File: config.mk
export PLATFORM = sky130hd
export DESIGN_NAME = fifo_wr_arbiter
export DESIGN_NICKNAME = d
export VERILOG_FILES = /design/src/rtl/fifo_arb_pkg.sv /design/src/rtl/rr_prio_pick.sv /design/src/rtl/fifo_wr_arbiter.sv
export SDC_FILE = /design/constraint.sdc
export NUM_CORES = 1
export LEC_CHECK = 0
export BUFFER_PORTS_ARGS = -buffer_cell sky130_fd_sc_hd__buf_4
export CAP_MARGIN = 5
export CORE_ASPECT_RATIO = 1.2
export CORE_MARGIN = 5
export CORE_UTILIZATION = 45
export CTS_BUF_LIST = sky130_fd_sc_hd__clkbuf_8
export DETAILED_ROUTE_END_ITERATION = 8
export MAX_ROUTING_LAYER = met4
export PLACE_DENSITY_LB_ADDON = 0.25
export SETUP_SLACK_MARGIN = 0.05
export SYNTH_ARGS = -nofsm -noshare
export SYNTH_HDL_FRONTEND = slang
export SYNTH_SLANG_ARGS = --single-unit
File: constraint.sdc
create_clock -name clk -period 9.2 [get_ports clk]
set_clock_uncertainty 0.15 [all_clocks]
set_input_delay 0.46 -clock clk [delete_from_list [all_inputs] [get_ports clk]]
set_output_delay 0.46 -clock clk [all_outputs]
set_load 0.01 [all_outputs]
File: src/rtl/fifo_arb_pkg.sv
// Shared types and width helpers for the FIFO write-port arbiter.
// The optional burst mode is selected by the FIFO_ARB_BURST_EN macro in fifo_wr_arbiter.
package fifo_arb_pkg;

  typedef enum logic {ARB_IDLE = 1'b0, ARB_BURST = 1'b1} arb_st_e;

  // Index width for n requesters; never below one bit.
  function automatic int idx_width(input int n);
    return (n > 1) ? $clog2(n) : 1;
  endfunction

  // Beat-counter width able to hold the value len itself.
  function automatic int cnt_width(input int len);
    return (len > 0) ? $clog2(len + 1) : 1;
  endfunction

endpackage

File: src/rtl/rr_prio_pick.sv
// Combinational rotating priority picker: first set request at or after start, wrapping.
// The wrap is done by shifting a doubled copy of the request vector.
module rr_prio_pick #(
  parameter int NREQ = 4,
  parameter int IW   = 2
) (
  input  logic [NREQ-1:0] req,
  input  logic [IW-1:0]   start,
  output logic [NREQ-1:0] gnt,
  output logic [IW-1:0]   idx,
  output logic            found
);

  logic [2*NREQ-1:0] dbl;
  logic [NREQ-1:0]   rot;
  logic [IW:0]       off;
  logic [IW:0]       sum;

  // Rotate so bit 0 is the start position, then take the lowest set bit.
  always_comb begin
    dbl   = {req, req} >> start;
    rot   = dbl[NREQ-1:0];
    found = 1'b0;
    off   = '0;
    for (int k = NREQ - 1; k >= 0; k--) begin
      if (rot[k]) begin
        found = 1'b1;
        off   = (IW+1)'(k);
      end else begin
        off   = off;
      end
    end
    sum = {1'b0, start} + off;
    if (sum >= (IW+1)'(NREQ)) begin
      sum = sum - (IW+1)'(NREQ);
    end else begin
      sum = sum;
    end
    idx = sum[IW-1:0];
    gnt = '0;
    if (found) begin
      gnt[idx] = 1'b1;
    end else begin
      gnt = '0;
    end
  end

endmodule

File: src/rtl/fifo_wr_arbiter.sv
// Round-robin arbiter sharing one sync-FIFO write port among NREQ producers.
// Define FIFO_ARB_BURST_EN to let a winner keep the port for up to BURST_LEN beats.
module fifo_wr_arbiter
  import fifo_arb_pkg::*;
#(
  parameter int NREQ      = 4,
  parameter int DWID      = 16,
  parameter int BURST_LEN = 4
) (
  input  logic                     clk,
  input  logic                     rst,
  input  logic [NREQ-1:0]          req_i,
  input  logic [NREQ*DWID-1:0]     wdata_i,
  output logic [NREQ-1:0]          gnt_o,
  output logic                     fifo_wr_o,
  output logic [DWID-1:0]          fifo_wdata_o,
  input  logic                     fifo_full_i,
  output logic [$clog2(NREQ)-1:0]  owner_o
);

  localparam int IW = idx_width(NREQ);
  localparam int CW = cnt_width(BURST_LEN);
`ifdef FIFO_ARB_BURST_EN
  localparam int BEATS = BURST_LEN;
`else
  localparam int BEATS = 1;
`endif
  localparam logic [IW-1:0] LAST_IDX = IW'(NREQ - 1);
  localparam logic [CW-1:0] CNT_END  = CW'(BEATS);

  logic [IW-1:0]   last_q;
  arb_st_e         state;
  logic [CW-1:0]   cnt;
  logic [IW-1:0]   start_s;
  logic [IW-1:0]   pick_idx_s;
  logic [IW-1:0]   sel_s;
  logic [NREQ-1:0] pick_gnt_s;
  logic [NREQ-1:0] gnt_s;
  logic            pick_found_s;

  // Search begins just past the last grantee.
  always_comb begin
    if (last_q == LAST_IDX) begin
      start_s = '0;
    end else begin
      start_s = last_q + IW'(1);
    end
  end

  rr_prio_pick #(.NREQ(NREQ), .IW(IW)) u_pick (
    .req   (req_i),
    .start (start_s),
    .gnt   (pick_gnt_s),
    .idx   (pick_idx_s),
    .found (pick_found_s)
  );

  // Same-cycle grant; during a burst only the current owner may win.
  always_comb begin
    gnt_s = '0;
    sel_s = last_q;
    if (rst || fifo_full_i) begin
      gnt_s = '0;
    end else if (state == ARB_BURST) begin
      if (req_i[last_q]) begin
        gnt_s[last_q] = 1'b1;
      end else begin
        gnt_s = '0;
      end
    end else begin
      gnt_s = pick_gnt_s;
      sel_s = pick_idx_s;
    end
  end

  assign gnt_o        = gnt_s;
  assign fifo_wr_o    = |gnt_s;
  assign fifo_wdata_o = fifo_wr_o ? wdata_i[sel_s*DWID +: DWID] : '0;
  assign owner_o      = last_q;

  // Pointer, burst state and beat count; everything freezes while the FIFO is full.
  always_ff @(posedge clk) begin
    if (rst) begin
      last_q <= LAST_IDX;
      state  <= ARB_IDLE;
      cnt    <= '0;
    end else if (fifo_full_i) begin
      last_q <= last_q;
      state  <= state;
      cnt    <= cnt;
    end else begin
      case (state)
        ARB_IDLE: begin
          if (pick_found_s) begin
            last_q <= pick_idx_s;
            if (BEATS > 1) begin
              state <= ARB_BURST;
              cnt   <= CW'(1);
            end else begin
              state <= ARB_IDLE;
              cnt   <= '0;
            end
          end else begin
            last_q <= last_q;
          end
        end
        ARB_BURST: begin
          if (req_i[last_q] && ((cnt + CW'(1)) != CNT_END)) begin
            cnt <= cnt + CW'(1);
          end else begin
            state <= ARB_IDLE;
            cnt   <= '0;
          end
        end
        default: begin
          state <= ARB_IDLE;
          cnt   <= '0;
        end
      endcase
    end
  end

endmodule

### Word-level counts from Yosys, hierarchy flattened

Index checks and enable logic that the tools add are counted.

| storage, ports and cells | value |
|---|---|
| register bits | 6 |
| input bits | 71 |
| output and inout bits | 23 |
| logic and storage cells | 54 |

| cells by class | value |
|---|---|
| add/subtract/negate cells | 4 |
| order comparisons | 5 |
| equal/unequal tests | 3 |
| shifts and indexed selects | 2 |
| muxes and demuxes | 28 |
| bitwise operators | 2 |
| reduce and logical (&&, ||, !) cells | 7 |

Operators with widths:

| operator | count |
|---|---|
| indexed part select 64 x 7 -> 16 bit | 1 |
| two-way mux 16 bit | 1 |
| two-way mux 2 bit | 8 |
| two-way mux 4 bit | 4 |
| two-way mux 1 bit | 8 |
| >> shifter 8 x 2 -> 4 bit | 1 |
| < comparator 2 x 3 -> 1 bit (second input constant) | 2 |
| two-way mux 3 bit | 2 |
| one-hot mux 3 bit (2 select lines) | 1 |
| demux 1 bit (select 2 bit) | 2 |
| >= comparator 2 x 1 -> 1 bit (second input constant) | 2 |
| OR reduction 4 bit | 1 |
| adder 2 x 2 -> 3 bit | 1 |
| adder 3 x 1 -> 3 bit (second input constant) | 1 |
| >= comparator 3 bit (second input constant) | 1 |
| logical AND 1 bit | 3 |
| != test 3 x 1 -> 1 bit (second input constant) | 1 |
| AND reduction 3 bit | 1 |
| adder 2 x 1 -> 2 bit (second input constant) | 1 |
| binary-select mux 1 bit (select 2 bit) | 1 |
| equality test 2 bit (second input constant) | 1 |
| != test 2 bit (second input constant) | 1 |
| NOT 1 bit | 2 |
| one-hot mux 1 bit (2 select lines) | 1 |
| other kinds (3) | 3 |

### Depth between registers and ports, before layout

| logic depth | value |
|---|---|
| depth in word-level cells | 19 |
| depth in mapped cells | 15 |
| gate-level depth less buffers | 13 |

### By module

A second synthesis with hierarchy kept.

| unflattened totals | value |
|---|---|
| cell total of the unflattened synthesis | 177 |
| area total of the unflattened synthesis | 1539.0 um^2 |

Modules (own cells, without submodules):

| module | times used | cells an instance | area each (um^2) | sequential area each (um^2) |
|---|---|---|---|---|
| fifo_wr_arbiter | 1 | 134 | 1199.9 | 120.1 |
| rr_prio_pick | 1 | 43 | 339.1 | 0.0 |

### Least setup slack after synthesis

No wires, ideal clock.

| timing | value |
|---|---|
| kind | register to output |
| start point | register last_q[0], in the netlist owner_o[0] |
| end point | output port fifo_wdata_o[10] |
| data arrival time | 2.796 ns |
| data required time | 8.590 ns |
| slack | 5.794 ns |
| cell stages (with the launch flop) | 16 |
| cell sequence | dfxtp_1 buf_6 inv_1 ha_1 nand2_1 a21oi_1 nor2_1 a21oi_1 o21ai_0 ha_1 xnor2_1 a21oi_1 o31ai_4 buf_6 mux2i_1 o22ai_2 |

| between the ends | value |
|---|---|
| longest elaborated chain between the ends | 19 |
| elaborated cells between the ends (all ways) | 37 |

Ends and longest elaborated chain:

| item | RTL line | source |
|---|---|---|
| from (decl) | fifo_wr_arbiter.sv:31 | `logic [IW-1:0] last_q;` |
| from (signal assigned) | fifo_wr_arbiter.sv:88 | `last_q <= last_q;` |
| from (signal assigned) | fifo_wr_arbiter.sv:95 | `last_q <= pick_idx_s;` |
| from (signal assigned) | fifo_wr_arbiter.sv:104 | `last_q <= last_q;` |
| adder 2 x 1 -> 2 bit or equality test 2 bit (tied branches) | fifo_wr_arbiter.sv:46, fifo_wr_arbiter.sv:43 |  |
| two-way mux 2 bit | fifo_wr_arbiter.sv:43 | `if (last_q == LAST_IDX) begin` |
| >> shifter 8 x 2 -> 4 bit | rr_prio_pick.sv:21 | `dbl = {req, req} >> start;` |
| two-way mux 2 bit (4 in a row) | rr_prio_pick.sv:26 | `if (rot[k]) begin` |
| adder 2 x 2 -> 3 bit | rr_prio_pick.sv:33 | `sum = {1'b0, start} + off;` |
| >= comparator 3 bit or subtractor 2 x 1 -> 2 bit (tied branches) | rr_prio_pick.sv:34, rr_prio_pick.sv:35 |  |
| two-way mux 2 bit | rr_prio_pick.sv:34 | `if (sum >= (IW+1)'(NREQ)) begin` |
| < comparator 2 x 3 -> 1 bit (implied by the code) or >= comparator 2 x 1 -> 1 bit (tied branches) | rr_prio_pick.sv:42 | `gnt[idx] = 1'b1;` |
| logical AND 1 bit (implied by the code) | rr_prio_pick.sv:42 |  |
| two-way mux 1 bit (implied by the code) | rr_prio_pick.sv:42 |  |
| demux 1 bit (select 2 bit) | n/a |  |
| two-way mux 4 bit | rr_prio_pick.sv:41 | `if (found) begin` |
| two-way mux 4 bit | fifo_wr_arbiter.sv:64 | `end else if (state == ARB_BURST) begin` |
| two-way mux 4 bit | fifo_wr_arbiter.sv:62 | `if (rst \|\| fifo_full_i) begin` |
| OR reduction 4 bit | fifo_wr_arbiter.sv:77 | `assign fifo_wr_o = \|gnt_s;` |
| two-way mux 16 bit * | fifo_wr_arbiter.sv:78 | `assign fifo_wdata_o = fifo_wr_o ? wdata_i[sel_s*DWID +: DWID] : '0;` |
| to (decl) | fifo_wr_arbiter.sv:16 | `output logic [DWID-1:0] fifo_wdata_o,` |

Mark *: on every way between the ends. The rest lies on a longest branch, timed or not. The select of a mux whose other input is x is not followed.

### Worst setup path in the final report

| timing | value |
|---|---|
| start point | register last_q[0], in the netlist owner_o[0] |
| end point | output port fifo_wdata_o[11] |

The elaborated chain is that of the path after synthesis.

==> impl_metrics.tcl <==
set metrics [dict create \
    antenna_found_initial 0 \
    nets 314 \
    clkSinkCount 6 \
    p_leak_nw 1.04 \
    async_flop_share_pct 0 \
    final_layout_size_suffix_gt1_share_pct 50.0 \
    ys.flop_type "dfxtp_1" \
    status "finished, final reports clean" \
    synth-xor-area-share_pct 1.37 \
    die_w_um 58.6 \
    synth_fa_ha_area_share_pct 6.86 \
    critPathTopFamily "buffers and inverters" \
    final_common_cell "buf_4" \
    cp.arrival_ns 3.61 \
    tns_ns 0 \
    clk_path_buf_depth 2 \
    yosysTopAreaCellShare_pct 27.5 \
    dp_cells 265 \
    place_congestion 0.897 \
    ios 94 \
    final_util_pct 71.3 \
    path_buf_inv 3 \
    hold_ws_ns 0.337 \
    post_cts_resized 0 \
    cts_hold_buffers 0 \
    seq_area_frac_synth_pct 9.41 \
    fmax_mhz 237 \
    critPathMaxFanout 32 \
    worstMarginPinSlew_ns 0.888 \
    ys_warn_count 0 \
    synth_edf_count 0 \
    startpoint_type "register" \
    fin_cells 268 \
    die-area_um2 4010 \
    ir_worst_vdd_v 0.000128 \
    rsz0062_at_grt "no" \
    finalCritPeriodShare_pct 45.9 \
    rows 21 \
    ys_types 42 \
    powerDensity_nw_per_um2 111 \
    insertion_delay_ns 0.22 \
    drc 0 \
    clkSlewWorstSetupHoldPaths_ns 0.04 \
    synth_simple_gate_area_share_pct 15.9 \
    ant_nets 0 \
    worstPathRequired_ns 8.59 \
    overflow 0 \
    detail_route.first_pass.iterations 4 \
    insertedDiodeCount 0 \
    final_hold_viol_count 0 \
    core-area_um2 2760 \
    grt_max_degree 33 \
    muxShareOfSynthArea_pct 29.2 \
    track_usage_pct 21.3 \
    synth.avg_cell_area_um2 8.62 \
    first_global_vias 1291 \
    end_kind "primary output" \
    cts_buffers 3 \
    relSlewSlack_pct 40.8 \
    hp-class "in -> reg" \
    synth_top_family_by_area "multiplexers" \
    io_buffer_count 93 \
    syn-cell-area_um2 1280 \
    synth_compound_area_share_pct 27.2 \
    drt-wirelength-per-cell_um 16.8 \
    die_y_um 68.3 \
    num-fill-cells 243 \
    drt_iter0_drc 105 \
    syn_to_final_growth_pct 54.1 \
    crit_path_frequent_cell "a21oi_1" \
    cp_cell_sequence "inv_1 > ha_1 > nand2_1 > a21oi_1 > nor2_1 > a21oi_1 > o21ai_0 > ha_1 > xnor2_1 > a21oi_1 > o31ai_4 > buf_4 > mux2i_1 > o22ai_2 > buf_4" \
    cpPeakStageDelay_ns 0.57 \
    cts_tree "yes" \
    syn_inst 148 \
    setup_viol 0 \
    initial_core_util_pct 46.3 \
    routed_wirelength_um 4510 \
    dp_hpwl_um 3660 \
    final_cell_mix "buf_4, mux2i_1, nand2_1, nor2_1, o22ai_2" \
    cp_slowest_cell "dfxtp_1" \
    yosysTopAreaCell "mux2i_1" \
    htreeDepth 1 \
    viasPerCell 5.43 \
    postCtsSetupRepairBufs 0 \
    crit_type "reg -> out" \
    syn-num-nets 226 \
    ys_ff_latch 6 \
    min_period_ns 4.22 \
    grt_pass1_wl_um 6480 \
    synthTopCellsByArea "mux2i_1, o22ai_2, dfxtp_1" \
    vias 1456 \
    cts-root-buf "clkbuf_8" \
    slew_viol_final 0 \
    cap_violations 0 \
]
stage by stage:
| stage | worst slack (ns) | total power, mW | instance area (um2) |
|---|---|---|---|
| 2_1_floorplan | 5.79 | 0.132 | 1280 |
| 3_3_place_gp | 5.31 | 0.178 | 1930 |
| 3_5_place_dp | 5.18 | 0.180 | 1930 |
| 4_1_cts | 4.96 | 0.220 | 1970 |
| 5_1_grt | 4.59 | 0.234 | 1970 |
| 6_report | 4.98 | 0.218 | 1970 |
per-layer routing:
layer	track usage (%)	part of all wire, %
met1	25.5	39
met2	37.8	51
met3	4.53	9.3
met4	2.55	0.53
met5	-	0
power breakdown:
group | total [mW] | internal, mW | switching [mW] | leakage, nW
Clock | 0.0388 | 0.0281 | 0.0108 | 0.0216
Combinational | 0.147 | 0.0782 | 0.0690 | 0.972
Sequential | 0.0316 | 0.0276 | 0.00402 | 0.0489
Total | 0.218 | 0.134 | 0.0838 | 1.04
sequential cells by signal, indices dropped and copies added (netlist names):
signal,count
owner_o,2
cnt,3
state,1
cell families after synthesis:
kind of cell | after synthesis
flip-flops | 6
multiplexers | 36
AO/OA/AOI/OAI | 40
XOR/XNOR | 2
adder cells (fa/ha/maj) | 7
AND/OR/NAND/NOR | 38
buffers and inverters | 19
synth_stat cells, drive strengths merged (3+ instances only):
cell type / count
a21oi: 7
buf: 9
dfxtp: 6
ha: 7
inv: 8
mux2i: 35
nand2: 11
nor2: 11
nor3: 4
o211ai: 3
o21ai: 3
o22ai: 17
cell type report:
type / count / area [um2] / share of cell area (%)
Multi-Input combinational cell: 123 / 1030 / 52.2
Timing Repair Buffer: 94 / 706 / 35.9
Inverter: 8 / 30.0 / 1.53
Clock buffer: 3 / 41.3 / 2.10
Tap cell: 34 / 42.5 / 2.16
Sequential cell: 6 / 120 / 6.11
final timing paths:
path	from	to	slack, ns	cells past startpoint
worst max-delay path	owner_o[0]$_SDFFE_PP1P_	fifo_wdata_o[11]	4.98	15
worst min-delay path	rst	cnt[2]$_SDFFE_PP0P_	0.34	2
worst max register to register	owner_o[0]$_SDFFE_PP1P_	owner_o[1]$_SDFFE_PP1P_	6.50	11
worst min register to register	cnt[2]$_SDFFE_PP0P_	cnt[2]$_SDFFE_PP0P_	0.35	2
(Power assumes the default switching activity.)
